[src/rtl/alu_mc.sv]
// Multi-cycle ALU with a valid/ready handshake on both sides. Single-cycle ops finish in one
// cycle; MUL/MULHU/DIVU/REMU iterate one bit per cycle (shift-add and restoring divide).
module alu_mc #(
    parameter int WIDTH     = 32,
    parameter bit MULDIV_EN = 1'b1
) (
    input  logic             clk,
    input  logic             rst,
    input  logic             in_valid,
    output logic             in_ready,
    input  logic [WIDTH-1:0] data1,
    input  logic [WIDTH-1:0] data2,
    input  logic [3:0]       aluoperation,
    output logic             out_valid,
    input  logic             out_ready,
    output logic [WIDTH-1:0] result,
    output logic             zero,
    output logic             lt,
    output logic             gt,
    output logic             carry,
    output logic             overflow,
    output logic             busy
);
    localparam int SHW = $clog2(WIDTH);
    localparam int CW  = $clog2(WIDTH + 1);

    typedef enum logic [1:0] {IDLE, CALC, DONE} state_t;

    state_t               state_reg, state_next;
    logic [WIDTH-1:0]     a_reg, b_reg;
    logic [1:0]           op_reg;
    logic [2*WIDTH-1:0]   p_reg;
    logic [CW-1:0]        cnt_reg;
    logic [WIDTH-1:0]     result_reg;
    logic                 zero_reg, lt_reg, gt_reg, carry_reg, overflow_reg;

    logic                 accept, long_op, last_iter;
    logic [WIDTH:0]       add_full, sub_full;
    logic [SHW-1:0]       shamt;
    logic [WIDTH-1:0]     alu_res;
    logic                 alu_carry, alu_ovf;
    logic [WIDTH:0]       mul_sum, rem_shift, div_diff;
    logic [2*WIDTH-1:0]   mul_next, div_next, iter_next;
    logic [WIDTH-1:0]     fin_res;

    assign accept    = in_valid && (state_reg == IDLE);
    assign long_op   = MULDIV_EN && (aluoperation[3:2] == 2'b10);
    assign last_iter = (cnt_reg == CW'(WIDTH - 1));
    assign add_full  = {1'b0, data1} + {1'b0, data2};
    assign sub_full  = {1'b0, data1} - {1'b0, data2};
    assign shamt     = data2[SHW-1:0];

    // Single-cycle datapath; codes without a dedicated function fall through to ADD.
    always_comb begin
        alu_res   = add_full[WIDTH-1:0];
        alu_carry = add_full[WIDTH];
        alu_ovf   = (data1[WIDTH-1] == data2[WIDTH-1]) && (add_full[WIDTH-1] != data1[WIDTH-1]);
        case (aluoperation)
            4'b0001: begin
                alu_res   = sub_full[WIDTH-1:0];
                alu_carry = ~sub_full[WIDTH];
                alu_ovf   = (data1[WIDTH-1] != data2[WIDTH-1]) && (sub_full[WIDTH-1] != data1[WIDTH-1]);
            end
            4'b0010: begin alu_res = data1 & data2;  alu_carry = 1'b0; alu_ovf = 1'b0; end
            4'b0011: begin alu_res = data1 | data2;  alu_carry = 1'b0; alu_ovf = 1'b0; end
            4'b0100: begin alu_res = data1 ^ data2;  alu_carry = 1'b0; alu_ovf = 1'b0; end
            4'b0101: begin alu_res = data1 << shamt; alu_carry = 1'b0; alu_ovf = 1'b0; end
            4'b0110: begin alu_res = data1 >> shamt; alu_carry = 1'b0; alu_ovf = 1'b0; end
            4'b0111: begin alu_res = WIDTH'($signed(data1) >>> shamt); alu_carry = 1'b0; alu_ovf = 1'b0; end
            4'b1110: begin
                alu_res   = {{(WIDTH-1){1'b0}}, (data1 < data2)};
                alu_carry = 1'b0;
                alu_ovf   = 1'b0;
            end
            4'b1111: begin
                alu_res   = {{(WIDTH-1){1'b0}}, ($signed(data1) < $signed(data2))};
                alu_carry = 1'b0;
                alu_ovf   = 1'b0;
            end
            default: ;
        endcase
    end

    // p_reg holds {high, low}: {partial product, multiplier} or {remainder, dividend/quotient}.
    assign mul_sum   = {1'b0, p_reg[2*WIDTH-1:WIDTH]} + (p_reg[0] ? {1'b0, b_reg} : '0);
    assign mul_next  = {mul_sum, p_reg[WIDTH-1:1]};
    assign rem_shift = {p_reg[2*WIDTH-1:WIDTH], p_reg[WIDTH-1]};
    assign div_diff  = rem_shift - {1'b0, b_reg};
    assign div_next  = {(div_diff[WIDTH] ? rem_shift[WIDTH-1:0] : div_diff[WIDTH-1:0]),
                        p_reg[WIDTH-2:0], ~div_diff[WIDTH]};
    assign iter_next = op_reg[1] ? div_next : mul_next;
    assign fin_res   = op_reg[0] ? iter_next[2*WIDTH-1:WIDTH] : iter_next[WIDTH-1:0];

    always_ff @(posedge clk or posedge rst) begin
        if (rst) state_reg <= IDLE;
        else     state_reg <= state_next;
    end

    always_comb begin
        state_next = state_reg;
        case (state_reg)
            IDLE:    if (in_valid) state_next = long_op ? CALC : DONE;
            CALC:    if (last_iter) state_next = DONE;
            DONE:    if (out_ready) state_next = IDLE;
            default: state_next = IDLE;
        endcase
    end

    always_ff @(posedge clk or posedge rst) begin
        if (rst) begin
            a_reg        <= '0;
            b_reg        <= '0;
            op_reg       <= '0;
            p_reg        <= '0;
            cnt_reg      <= '0;
            result_reg   <= '0;
            zero_reg     <= 1'b1;
            lt_reg       <= 1'b0;
            gt_reg       <= 1'b0;
            carry_reg    <= 1'b0;
            overflow_reg <= 1'b0;
        end else if (accept) begin
            a_reg   <= data1;
            b_reg   <= data2;
            op_reg  <= aluoperation[1:0];
            p_reg   <= {{WIDTH{1'b0}}, data1};
            cnt_reg <= '0;
            if (!long_op) begin
                result_reg   <= alu_res;
                zero_reg     <= (alu_res == '0);
                lt_reg       <= (data1 < data2);
                gt_reg       <= (data1 > data2);
                carry_reg    <= alu_carry;
                overflow_reg <= alu_ovf;
            end
        end else if (state_reg == CALC) begin
            p_reg   <= iter_next;
            cnt_reg <= last_iter ? '0 : cnt_reg + CW'(1);
            // Outputs change only on the final iteration, so no partial value is exposed.
            if (last_iter) begin
                result_reg   <= fin_res;
                zero_reg     <= (fin_res == '0);
                lt_reg       <= (a_reg < b_reg);
                gt_reg       <= (a_reg > b_reg);
                carry_reg    <= 1'b0;
                overflow_reg <= 1'b0;
            end
        end
    end

    assign in_ready  = (state_reg == IDLE);
    assign out_valid = (state_reg == DONE);
    assign busy      = (state_reg != IDLE);
    assign result    = result_reg;
    assign zero      = zero_reg;
    assign lt        = lt_reg;
    assign gt        = gt_reg;
    assign carry     = carry_reg;
    assign overflow  = overflow_reg;
endmodule

[config.mk]
export PLATFORM = sky130hd
export DESIGN_NAME = alu_mc
export DESIGN_NICKNAME = d
export VERILOG_FILES = /design/src/rtl/alu_mc.sv
export SDC_FILE = /design/constraint.sdc
export NUM_CORES = 1
export LEC_CHECK = 0
export ABC_AREA = 0
export CAP_MARGIN = 20
export CORE_MARGIN = 5
export CORE_UTILIZATION = 45
export CTS_CLUSTER_SIZE = 30
export DETAILED_ROUTE_END_ITERATION = 8
export DONT_BUFFER_PORTS = 1
export PLACE_DENSITY = 0.58
export SYNTH_ARGS = -nofsm -noshare
export SYNTH_HDL_FRONTEND = slang
export SYNTH_SLANG_ARGS = --single-unit
[constraint.sdc]
create_clock -name clk -period 19.8 [get_ports clk]
set_input_delay 5.94 -clock clk [delete_from_list [all_inputs] [get_ports clk]]
set_output_delay 5.94 -clock clk [all_outputs]
set_load 0.02 [all_outputs]
==> flow_metrics.py <==
metrics = {
    "outcome": {
        "outcome": "complete, no violations",
    },
    "timing": {
        "period_share": 0.532,
        "finalCriticalPeriod_ns": 10.54,
        "tightest_slew_ns": 1.06,
        "skew_ns": 0.0150,
        "setup_viol": 0,
        "maxSlewViolCount": 0,
        "setup_tns_ns": 0,
        "hold_viol": 0,
        "fmax_ghz": 0.0949,
        "rsz0062_at_grt": "no",
        "slew_headroom": 0.277,
    },
    "yosys": {
        "ys_seq_area_frac": 0.192,
        "syn_inst": 3027,
        "yosysUniqueCellTypes": 106,
        "synth_simple_gate_area_share": 0.214,
        "synthAdderAreaFrac": 0.110,
        "synth_edf_count": 0,
        "ys_async_sr_fraction": 1.00,
        "synth_compound_area_frac": 0.292,
        "synthFlopType": "dfrtp_1",
        "syn_nets": 3297,
        "synth_xor_area_frac": 0.0269,
        "synth_top_family_by_area": "compound AO/OA/AOI/OAI gates",
        "mappedNetlistArea_mm2": 0.0228,
        "synth_mux_area_frac": 0.0985,
        "ys_ff_latch": 175,
        "avgSynthCellArea_um2": 7.54,
        "synth-warning-count": 0,
    },
    "place": {
        "portBuffers": 0,
        "place_area_mm2": 0.0231,
        "gp_congestion": 1.06,
        "dp_hpwl_um": 89800,
    },
    "floorplanning": {
        "die_h_um": 235,
        "core-area_mm2": 0.0502,
        "rows": 82,
        "die_w_um": 235,
        "io_pins": 112,
        "initial_core_util": 0.455,
        "die_area_mm2": 0.0553,
    },
    "worst_setup_path": {
        "r2r_end": "zero",
        "worst_setup_path_start_kind": "input port",
        "r2r-start": "p_reg[0]",
        "cp.required_ns": 20.21,
        "crit_fanout": 63,
        "crit_path_max_incr_delay_ns": 0.88,
        "cp_slowest_cell": "a2111oi_0",
        "end_kind": "register",
        "worstPathArrival_ns": 10.95,
        "rrSetupSlack_ns": 14.42,
        "criticalPathCategory": "input port to register",
        "path_cells": "inv_1, buf_4, ha_1, nor3b_1, nor3_1, a21oi_1, nor2_1, a221oi_1, o21ai_0, a2111oi_0, nand4_1, nor4_1, nand4b_1, o31ai_1, a31o_1",
        "reg2regPathDepth": 17,
    },
    "worst_hold_path": {
        "hold_start": "a_reg[9]",
        "hold_path.class": "register to register",
        "whs_endpoint": "a_reg[9]",
        "hold_depth": 2,
    },
    "power_and_ir_drop": {
        "max-vdd-ir-drop_v": 0.0000599,
        "powerDensity_mw_per_mm2": 133,
        "p_leak_nw": 10.3,
        "power_mw": 3.16,
    },
    "layout": {
        "design_area_mm2": 0.0238,
        "fin_nets": 3146,
        "final_util": 0.474,
        "largest_reg_flops": 64,
        "area_delta_synth_final_pct": 4.21,
        "drive_gt1_frac": 0.0672,
    },
    "grt": {
        "antenna_found_initial": 8,
        "grt_pass1_wl_um": 168000,
        "grt_usage": 0.403,
        "grt_pass1_vias": 23600,
        "grt-ovfl-total": 0,
        "grt_max_degree": 104,
    },
    "cts": {
        "cts_resized": 0,
        "cts-root-buf": "clkbuf_16",
        "cts_buffer_depth": 2,
        "post_cts_buffers": 0,
        "cts.sink_count": 175,
        "clk_pin_slew_ns": 0.09,
        "cts_made_buffers": 17,
        "htree_levels": 4,
        "ctsHoldBuffers": 0,
        "worstSkewPairLatency_ns": 0.46,
        "cts_tree": "yes",
    },
    "detailed_routing": {
        "drc": 0,
        "first_pass_iters": 6,
        "avgRoutedWirePerCell_um": 32.9,
        "ant_nets": 0,
        "wirelength_um": 117000,
        "vias": 25100,
        "drtIter0Drc": 3348,
        "viasPerCell": 7.03,
    },
    "run": {
        "drv_cap": 0,
    },
}
[how the worst max path moves through the flow]
stage	startpoint	to	cells after the start	slack [ns]
2_1_floorplan	rst	a_reg[0]	1	9.12
3_3_place_gp	data2[1]	zero	15	9.32
3_5_place_dp	data2[3]	zero	15	9.27
4_1_cts	data2[3]	zero	15	9.74
5_1_grt	data2[1]	zero	15	9.40
6_report	data2[3]	zero	15	9.26
[kinds of logic after synthesis]
group                    count (synthesis)
multiplexers                           182
XOR/XNOR                                70
AND/OR/NAND/NOR                       1044
adder cells (fa/ha/maj)                198
buffers and inverters                  370
flip-flops                             175
AO/OA/AOI/OAI                          988
[cell type report]
type	count	area, µm²
fill	5039	26400
multi-input combinational	2482	17000
sequential	175	4380
tap	672	841
inverter	158	601
clock buffer	17	425
timing repair buffer	42	312
clock inverter	15	204
antenna	2	5.00
[worst max-delay path, delay by kind of cell]
family	cells	cell delay [ns]
compound gates	6	2.51
simple gates	6	1.52
buf+inv	2	0.46
fa+ha+maj	1	0.42
[per-layer routing]
metal	global-route usage	up-vias	part of all wire
li1	-	10900	-
met1	0.518	12100	0.39
met2	0.631	1693	0.44
met3	0.0952	354	0.11
met4	0.213	8	0.067
met5	0	-	0.00045
[synth_stat cells, types with 28 or more instances]
master      n  area share
nand2_1   438       0.072
mux2_2     28       0.014
nor3_1     60       0.013
nor2_1    230       0.038
dfrtp_1   174        0.19
inv_1     151       0.025
o21ai_0   206       0.045
a21o_1     44       0.014
ha_1      194        0.11
mux2i_1   120       0.053
xnor2_1    37       0.014
o211ai_1   74       0.024
xor2_1     33       0.013
buf_2      48       0.011
clkbuf_1  142       0.023
a31oi_1    30      0.0082
a22oi_1    38       0.013
o22ai_1    29      0.0080
a211oi_1   43       0.014
a21oi_1   222       0.049
nand4_1    39       0.011
nand3_1    54       0.012
nand2b_1   33      0.0090
and2_1     53       0.015
mux4_2     30       0.030
[power by group]
| group | leakage [nW] | internal, mW | switching, mW | total (mW) |
|---|---|---|---|---|
| Clock | 0.304 | 0.186 | 0.177 | 0.363 |
| Combinational | 7.82 | 0.710 | 1.34 | 2.05 |
| Sequential | 2.21 | 0.513 | 0.226 | 0.739 |
[metrics by stage]
step                      hold slack [ns]  setup slack [ns]  instances
after floorplan                     0.447              9.12       3027
after global placement              0.469              9.32       3527
after detailed placement            0.470              9.27       3529
after CTS                           0.491              9.74       3561
after global routing                0.511              9.40       3561
final                               0.491              9.26       3563
[cell usage in the layout (no fill, tap or decap), types with 28 or more instances in the layout]
cell type,n
dfrtp_1,173
nand2_1,438
nand4_1,39
inv_1,150
a211oi_1,43
and2_1,52
a21o_1,44
a22oi_1,38
nand2b_1,32
buf_4,41
nor2_1,227
o22ai_1,29
nand3_1,54
a31oi_1,30
mux4_2,30
mux2_2,28
o21ai_0,206
a21oi_1,222
xor2_1,33
ha_1,194
o211ai_1,74
xnor2_1,37
mux2i_1,120
nor3_1,59
Power figures use the tool's default switching activity.
